[src/rtl/alu_pkg.sv]
// Shared ALU definitions: ALUCtrl operation codes and the multiply sequencer state encoding.
package alu_pkg;

  localparam logic [3:0] ALU_AND   = 4'b0000;
  localparam logic [3:0] ALU_OR    = 4'b0001;
  localparam logic [3:0] ALU_ADD   = 4'b0010;
  localparam logic [3:0] ALU_LSL   = 4'b0011;
  localparam logic [3:0] ALU_LSR   = 4'b0100;
  localparam logic [3:0] ALU_SUB   = 4'b0110;
  localparam logic [3:0] ALU_PASSB = 4'b0111;

  typedef enum logic [1:0] {
    IDLE = 2'd0,
    STEP = 2'd1,
    DONE = 2'd2
  } seq_state_e;

endpackage

[src/rtl/alu_mul_seq.sv]
// Shift-add multiplier that borrows the shared datapath ALU for its additions.
// Optional build macro ALU_MUL_SEQ_EARLY_EXIT_EN finishes as soon as no multiplier bits remain.
module alu_mul_seq
  import alu_pkg::*;
#(
  parameter int WIDTH = 64,
  parameter int CNT_W = $clog2(WIDTH)
) (
  input  logic             CLK,
  input  logic             Reset,
  input  logic             Start,
  input  logic [WIDTH-1:0] MulA,
  input  logic [WIDTH-1:0] MulB,
  output logic             Busy,
  output logic             Done,
  output logic [WIDTH-1:0] Product,
  output logic             AluReq,
  input  logic             AluGnt,
  output logic [WIDTH-1:0] AluA,
  output logic [WIDTH-1:0] AluB,
  output logic [3:0]       AluCtrl,
  input  logic [WIDTH-1:0] AluResult
);

  seq_state_e       state_r,   state_nxt_s;
  logic [WIDTH-1:0] acc_r,     acc_nxt_s;
  logic [WIDTH-1:0] mcand_r,   mcand_nxt_s;
  logic [WIDTH-1:0] mplier_r,  mplier_nxt_s;
  logic [CNT_W-1:0] cnt_r,     cnt_nxt_s;
  logic [WIDTH-1:0] product_r, product_nxt_s;

  logic [WIDTH-1:0] acc_step_s;
  logic [WIDTH-1:0] mplier_sh_s;
  logic             advance_s;
  logic             last_s;

  // Iteration datapath: an ALU add is needed only for a set multiplier bit, and that
  // iteration can complete only in a granted cycle.
  always_comb begin
    acc_step_s  = mplier_r[0] ? AluResult : acc_r;
    mplier_sh_s = mplier_r >> 1;
    advance_s   = (~mplier_r[0]) | AluGnt;
`ifdef ALU_MUL_SEQ_EARLY_EXIT_EN
    last_s      = (cnt_r == CNT_W'(WIDTH - 1)) || (mplier_sh_s == {WIDTH{1'b0}});
`else
    last_s      = (cnt_r == CNT_W'(WIDTH - 1));
`endif
  end

  // Next-state, register updates and ALU bus drive.
  always_comb begin
    state_nxt_s   = state_r;
    acc_nxt_s     = acc_r;
    mcand_nxt_s   = mcand_r;
    mplier_nxt_s  = mplier_r;
    cnt_nxt_s     = cnt_r;
    product_nxt_s = product_r;
    AluReq        = 1'b0;
    AluA          = {WIDTH{1'b0}};
    AluB          = {WIDTH{1'b0}};
    AluCtrl       = ALU_AND;
    case (state_r)
      IDLE: begin
        if (Start) begin
          mcand_nxt_s  = MulA;
          mplier_nxt_s = MulB;
          acc_nxt_s    = {WIDTH{1'b0}};
          cnt_nxt_s    = {CNT_W{1'b0}};
          state_nxt_s  = STEP;
        end else begin
          state_nxt_s  = IDLE;
        end
      end
      STEP: begin
        if (mplier_r[0]) begin
          AluReq  = 1'b1;
          AluA    = acc_r;
          AluB    = mcand_r;
          AluCtrl = ALU_ADD;
        end else begin
          AluReq  = 1'b0;
        end
        // A stall holds every register; AluReq stays up because mplier is unchanged.
        if (advance_s) begin
          acc_nxt_s    = acc_step_s;
          mcand_nxt_s  = mcand_r << 1;
          mplier_nxt_s = mplier_sh_s;
          cnt_nxt_s    = cnt_r + CNT_W'(1);
          if (last_s) begin
            product_nxt_s = acc_step_s;
            state_nxt_s   = DONE;
          end else begin
            state_nxt_s   = STEP;
          end
        end else begin
          state_nxt_s = STEP;
        end
      end
      DONE: begin
        state_nxt_s = IDLE;
      end
      default: begin
        state_nxt_s = IDLE;
      end
    endcase
  end

  // State and datapath registers with synchronous reset that aborts any operation.
  always_ff @(posedge CLK) begin
    if (Reset) begin
      state_r   <= IDLE;
      acc_r     <= {WIDTH{1'b0}};
      mcand_r   <= {WIDTH{1'b0}};
      mplier_r  <= {WIDTH{1'b0}};
      cnt_r     <= {CNT_W{1'b0}};
      product_r <= {WIDTH{1'b0}};
    end else begin
      state_r   <= state_nxt_s;
      acc_r     <= acc_nxt_s;
      mcand_r   <= mcand_nxt_s;
      mplier_r  <= mplier_nxt_s;
      cnt_r     <= cnt_nxt_s;
      product_r <= product_nxt_s;
    end
  end

  assign Busy    = (state_r == STEP);
  assign Done    = (state_r == DONE);
  assign Product = product_r;

endmodule

[config.mk]
export PLATFORM = sky130hd
export DESIGN_NAME = alu_mul_seq
export DESIGN_NICKNAME = d
export VERILOG_FILES = /design/src/rtl/alu_pkg.sv /design/src/rtl/alu_mul_seq.sv
export SDC_FILE = /design/constraint.sdc
export NUM_CORES = 1
export LEC_CHECK = 0
export BUFFER_PORTS_ARGS = -buffer_cell sky130_fd_sc_hd__buf_2
export CAP_MARGIN = 20
export CORE_MARGIN = 2
export CORE_UTILIZATION = 56
export DETAILED_ROUTE_END_ITERATION = 8
export PLACE_DENSITY = 0.86
export SLEW_MARGIN = 20
export SYNTH_ARGS = -nofsm -noshare
export SYNTH_HDL_FRONTEND = slang
export SYNTH_SLANG_ARGS = --single-unit
[constraint.sdc]
create_clock -name CLK -period 2.9 [get_ports CLK]
set_input_delay 0.58 -clock CLK [delete_from_list [all_inputs] [get_ports CLK]]
set_output_delay 0.58 -clock CLK [all_outputs]
set_load 0.01 [all_outputs]
# --- After elaboration in Yosys (flattened, before gate mapping) ---
# Index checks and enable logic that the tools add are counted.
word_totals:
  reg_bits: 264
  wordCells: 43
op_classes:
  n_addsub: 1
  n_eq_ne: 5
  mux: 25
  bitwise: 2
  n_reduce_logical: 4
ops:
  columns: ["cell", "count"]
  rows:
  - ["$mux W64", 11]
  - ["$pmux W64 S2", 3]
  - ["$mux W6", 2]
  - ["$pmux W6 S2", 1]
  - ["$mux W2", 4]
  - ["$add A6 B1 Y6 const B", 1]
  - ["$eq A6 B6 Y1 const B", 1]
  - ["$reduce_and A3 Y1", 2]
  - ["$pmux W2 S2", 1]
  - ["$mux W1", 3]
  - ["$eq A2 B1 Y1 const B", 1]
  - ["$eq A2 B2 Y1 const B", 1]
  - ["$logic_not A2 Y1", 1]
  - ["$ne A2 B1 Y1 const B", 1]
  - ["$ne A2 B2 Y1 const B", 1]
  - ["$reduce_bool A2 Y1", 1]
  - ["$not A1 Y1", 1]
  - ["$or A1 B1 Y1", 1]

# --- Depth between registers and ports, before layout ---
# Gate-level depths: netlist of the first run.
logic_depth:
  word_depth: 4
  depth_mapped: 8
  mapped_depth_nobuf: 4

# --- Worst setup path after synthesis of the first run ---
# OpenSTA, ideal clock, no wires.
synth_timing:
  kind: "register to output"
  startpoint: "register state_r[0]"
  endpoint: "output AluCtrl[1]"
  arrival_time_ps: 1451
  required_ps: 2320
  path_slack_ps: 869
  path_stages_with_launch: 9
  path_buffers: 5
  cell_sequence: "dfxtp_1 -> buf_2 -> nand2b_1 -> buf_2 -> inv_2 -> buf_2 -> buf_2 -> and2_1 -> buf_4"
synth_between:
  elab_chain_cells: 2
synth_lines:
  columns: ["item", "line", "source"]
  rows:
  - ["from (decl)", "alu_mul_seq.sv:25", "seq_state_e state_r, state_nxt_s;"]
  - ["from (signal assigned)", "alu_mul_seq.sv:118", "state_r <= state_nxt_s;"]
  - ["$eq A2 B1 Y1", null, null]
  - ["net Busy", "alu_mul_seq.sv:14", "output logic Busy,"]
  - ["$mux W2", "alu_mul_seq.sv:62", "case (state_r)"]
  - ["to (decl)", "alu_mul_seq.sv:21", "output logic [3:0] AluCtrl,"]
# The timed path passes the listed nets, and every way through them passes these cells.

# --- Final worst setup path of the first run ---
layout_timing:
  startpoint: "register state_r[1]"
  endpoint: "output AluB[22]"
layout_between:
  elab_chain_cells: 2
layout_lines:
  columns: ["item", "line", "source"]
  rows:
  - ["$eq A2 B1 Y1", "alu_mul_seq.sv:62", null]
  - ["$mux W64", "alu_mul_seq.sv:62", null]
  - ["to (decl)", "alu_mul_seq.sv:20", "output logic [WIDTH-1:0] AluB,"]
# No other way between the ends.

==> results.ini, run 1 <==
[floorplan]
die-area_sq_um = 24300
die_height_microns = 156
boundaryPins = 395
fp-row-count = 55
core-area_sq_um = 22600
initial_utilization = 0.572
die_w_microns = 156

[cts]
clock-root-buffer = clkbuf_16
h-tree-depth = 1
cts.clk_slew.worst_paths_ps = 60
hold_buffers = 0
clk-insertion-delay-late_ps = 550
cts_setup_buffers = 0
clock_sinks = 264
postCtsResizedCells = 0
max-clock-path-buffers = 3
cts_inserted_buffers = 29
cts_tree = done

[routing]
viasPerCell = 6.46
drt-initial-drc-count = 1581
drc = 0
finalWirelength_microns = 42100
postRouteAntennaNets = 0
drt-pass1-iter-count = 7
vias = 13625
wl_per_cell_microns = 20.0

[grt]
grtUsageTotal = 0.325
overflow = 0
antenna_found_initial = 6
grt_pass1_vias = 12700
grt_pass1_wl_microns = 65900
grt_max_degree = 107

[sta]
slew_viol_final = 0
rsz0062_at_grt = false
fmax_mhz = 363
setup_ws_ps = 146
holdWs_ps = 289
period_share = 0.950
setup_viol = 0
skew_ps = 29.1
tightest_slew_ps = 1050
hold_violations = 0
period_needed_ps = 2750
relSlewSlack = 0.300
final.setup.tns_ps = 0

[yosys]
syn_area_sq_um = 12900
ys_ff_latch = 264
synth-async-reset-ratio = 0
synth_ff_type = dfxtp_1
avgSynthCellArea_sq_um = 8.43
synthDistinctLibCells = 41
ys_seq_area_frac = 0.408
synth-edff-count = 0
synth.yosys.warnings = 0
syn_inst = 1536

[placement]
io_buffer_count = 391
pre_cts_ws_ps = 550
dp_hpwl_microns = 25700
gp_congestion = 0.853

[layout]
nets = 1989
drive_gt1_frac = 0.289
syn_to_final_growth_pct = 23.3
final_util = 0.705

[power_and_ir_drop]
finalPower_w = 0.00904
power.density_nw_per_um2 = 566
power.leakage_nw = 6.89
vdd_ir_drop_max_v = 0.000455

[critical_path]
critical_path_class = register to output port
required_ps = 2320
r2r-start = mplier_r[0]
worstSetupStartpoint = state_r[1]
arrival_ps = 2170
worstSetupStartpointType = register
cp_cell_sequence = nand2b_4, inv_8, buf_4, and3_1, buf_2
end_kind = output port
slowest_stage = buf_4
slowest_delay_ps = 370
crit_fanout = 85

[status]
outcome = completed

[worst_hold_path]
hp-start = MulB[63]
hold_class = input pin to register

[job]
cap_violations = 0

-- layout by cell type, fill, tap and decap left out, types with 2 or more instances in the layout --
cell	Yosys	routed
o21ai_0	71	71
buf_2	35	390
mux2i_1	65	65
and3_1	129	129
and2_1	2	2
or3_1	2	2
a21oi_1	162	162
nor2b_1	2	2
o21a_1	32	32
conb_1	1	3
a311oi_1	91	91
nand4_1	34	34
a211oi_1	33	33
nand2_1	224	224
nor2_1	3	2
a32oi_1	35	35
clkbuf_16	0	29
nand3b_1	28	28
a21boi_0	32	32
diode_2	0	9
clkbuf_1	153	4
nor4_1	35	34
nand3_1	4	4
clkinvlp_4	0	2
dfxtp_1	264	262
a41oi_1	32	32
o31ai_1	3	3
buf_12	0	13
mux2_2	32	32
clkbuf_8	0	7
bufinv_16	0	4
clkinv_2	0	6
buf_4	8	23
-- registers in the layout, indices dropped and copies added, names as in the netlist --
signal	count
Product	64
mcand_r	64
state_r	2
mplier_r	64
cnt_r	6
acc_r	64
-- cell families after synthesis --
family / synth area share
buf+inv: 0.0675
compound gates: 0.258
other cells: 0.000290
mux: 0.0781
flops: 0.408
simple gates: 0.187
fa+ha+maj: 0.000967
-- worst max-delay path: cells and delay by family, from the launching register on --
| family | cells | cell delay (ps) |
|---|---|---|
| and+or+nand+nor | 2 | 400 |
| buffers and inverters | 3 | 830 |
| DFF | 1 | 360 |
-- report_power, final --
group	switching, W	leakage, nW	internal (W)
combinational	0.000737	4.23	0.000453
sequential	0.000144	2.16	0.00381
clock	0.00153	0.497	0.00237
-- layer usage --
layer	track usage	wire (microns)
met1	0.430	16800
met2	0.518	19400
met3	0.0533	3800
met4	0.156	2090
met5	0	0
-- cell type report --
class / count / area (sq um)
inverters: 2 / 15.0
multi-input cells: 1067 / 6840
repair buffers: 428 / 2420
flip-flops and latches: 264 / 5290
fillers: 1804 / 6680
well taps: 285 / 357
diodes: 9 / 22.5
clock inverters: 13 / 174
clock buffers: 40 / 837
-- through the flow --
step / std cells / area, sq um
final: 2108 / 16000
after global routing: 2104 / 16000
after CTS: 2098 / 15900
after detailed placement: 2045 / 14900
after global placement: 2045 / 14900
after floorplan: 1538 / 12900
-- path summary, 6_finish.rpt --
kind | endpoint | slack [ps] | cells after the start
min | mplier_r[63] | 290 | 3
min reg2reg | mplier_r[14] | 450 | 2
max reg2reg | mplier_r[0] | 430 | 4
max | AluB[22] | 150 | 5
-- synth_stat cells, drive strengths merged (3+ instances only) --
master | instances | area [sq um]
a211oi | 34 | 260
a21boi | 32 | 240
a21oi | 162 | 811
a311oi | 91 | 797
a32oi | 35 | 307
a41oi | 32 | 280
and3 | 129 | 807
buf | 52 | 292
clkbuf | 153 | 574
dfxtp | 264 | 5290
mux2 | 32 | 360
mux2i | 65 | 651
nand2 | 224 | 841
nand3 | 4 | 20.0
nand3b | 28 | 210
nand4 | 34 | 213
nor2 | 3 | 11.3
nor4 | 35 | 219
o21a | 32 | 240
o21ai | 71 | 355
o31ai | 3 | 22.5
Power figures use the tool's default switching activity.
==> run 2: changes to the inputs <==
==> constraint.sdc (replaced) <==
create_clock -name CLK -period 2.9 [get_ports CLK]
set_input_delay 0.29 -clock CLK [delete_from_list [all_inputs] [get_ports CLK]]
set_output_delay 0.29 -clock CLK [all_outputs]
set_load 0.01 [all_outputs]
==> run 2 against run 1 <==
Compared with the run above:
- cell count decreased by 0.33%
- non-clock buffer count decreased by 2
- wire length increased by 1.0%
- combinational power about the same
- largest power group unchanged
- sequential share of layout area increased by 0.30 points
- sequential cell count unchanged
- clock power decreased by 6.7%
- sequential power about the same
- global-route usage increased by 0.16 points
==> results.ini, run 2 (same netlist as run 1, synthesis figures left out) <==
[sta]
relSlewSlack = 0.281
rsz0062_at_grt = false
tightest_slew_ps = 1080
slew_viol_final = 0
period_share = 0.883
period_needed_ps = 2560
holdWs_ps = 26.0
fmax_mhz = 391
setup_viol = 0
skew_ps = 12.9
final.setup.tns_ps = 0
hold_violations = 0

[routing]
vias = 13633
viasPerCell = 6.49
wl_per_cell_microns = 20.2
postRouteAntennaNets = 0
drt-pass1-iter-count = 6
drc = 0
drt-initial-drc-count = 1531
finalWirelength_microns = 42500

[layout]
final_util = 0.699
final_common_cell = buf_2
nets = 1987
drive_gt1_frac = 0.284
syn_to_final_growth_pct = 22.2
fillers = 1732
layout_common_cells = 390 x buf_2, 262 x dfxtp_1, 224 x nand2_1

[power_and_ir_drop]
power.leakage_nw = 6.82
vdd_ir_drop_max_v = 0.000525
clkPwrFrac = 0.414
p_seq_frac = 0.448
finalPower_w = 0.00876
combPwrFrac = 0.137
p_int_w = 0.00641
p_switching_w = 0.00235
power.density_nw_per_um2 = 554
switching_share = 0.268

[critical_path]
critical_path_class = register to output port
worstSetupStartpoint = state_r[1]
r2r-start = mplier_r[0]
arrival_ps = 2270
ff2ff_path_depth = 5
end_kind = output port
required_ps = 2610
worstSetupStartpointType = register
rrSetupSlack_ps = 740
r2r_end = Product[6]
crit_fanout = 92

[worst_hold_path]
hp-start = MulB[2]
hold_class = input pin to register
holdPathEnd = mplier_r[2]
min_delay_path_depth = 3

[cts]
h-tree-depth = 1
clk-insertion-delay-late_ps = 540
clock_sinks = 264
cts_tree = done
cts_inserted_buffers = 29
cts.clk_slew.worst_paths_ps = 60
clock-root-buffer = clkbuf_16
cts_setup_buffers = 0
max-clock-path-buffers = 3

[grt]
grtUsageTotal = 0.326
overflow = 0
grt_pass1_wl_microns = 65700
grt_pass1_vias = 12639
antenna_found_initial = 7
grt_max_degree = 99

[floorplan]
initial_utilization = 0.572
core-area_sq_um = 22600
boundaryPins = 395
fp-row-count = 55
die_height_microns = 156
die-area_sq_um = 24300
die_w_microns = 156

[placement]
io_buffer_count = 391
dp_hpwl_microns = 26000
gp_congestion = 0.872

[status]
outcome = completed

[job]
cap_violations = 0

==> run 2: how the worst max path moves through the flow <==
stage                              to  slack, ps  depth (start not counted)
after floorplan            AluCtrl[1]       1160                          8
after global placement    Product[10]        900                          5
after detailed placement   Product[6]        820                          5
after CTS                    AluB[33]        380                          5
after global routing         AluB[21]        230                          5
final                        AluB[33]        340                          5
==> run 2: metal layers <==
layer | global-route usage | wire, microns | up-vias
met3 | 0.0594 | 3810 | 152
met1 | 0.430 | 17000 | 6410
met5 | 0 | 13 | -
li1 | - | - | 6239
met2 | 0.522 | 19800 | 830
met4 | 0.149 | 1940 | 2
==> run 2: power by group through the flow <==
stage	Clock (W)	Combinational (W)	Sequential [W]
after global placement	0	0.00114	0.00399
after global routing	0.00380	0.00129	0.00395
final	0.00363	0.00120	0.00393
after CTS	0.00365	0.00118	0.00392
after floorplan	0	0.000808	0.00396
after detailed placement	0	0.00117	0.00400
==> run 2: timing repair <==
action / 4_1_cts / 5_1_grt
hold endpoints to repair: 2 / 0
resized for setup: 0 / 0
hold buffers: 2 / 0
==> run 2: metrics by stage <==
stage / setup slack (ps) / cells / cell area [sq um]
global placement: 902 / 2042 / 14900
global route: 227 / 2099 / 15800
floorplan: 1160 / 1538 / 12900
CTS: 384 / 2094 / 15800
detailed placement: 821 / 2042 / 14900
finish: 341 / 2101 / 15800
==> run 2: critical path, stage by stage, from the launching register on <==
cell and delay, ps:
dfxtp_1 360, nand2b_4 200, inv_8 380, buf_4 390, and3_1 220, buf_2 150
==> run 2: area by class of cell <==
type	instances	area, sq um	share of cell area
Multi-Input combinational cell	1067	6840	0.433
Sequential cell	264	5290	0.334
Timing Repair Buffer	426	2370	0.150
Clock buffer	43	838	0.0530
Tap cell	285	357	0.0225
Clock inverter	7	88.8	0.00562
Antenna cell	7	17.5	0.00111
Inverter	2	15.0	0.000949
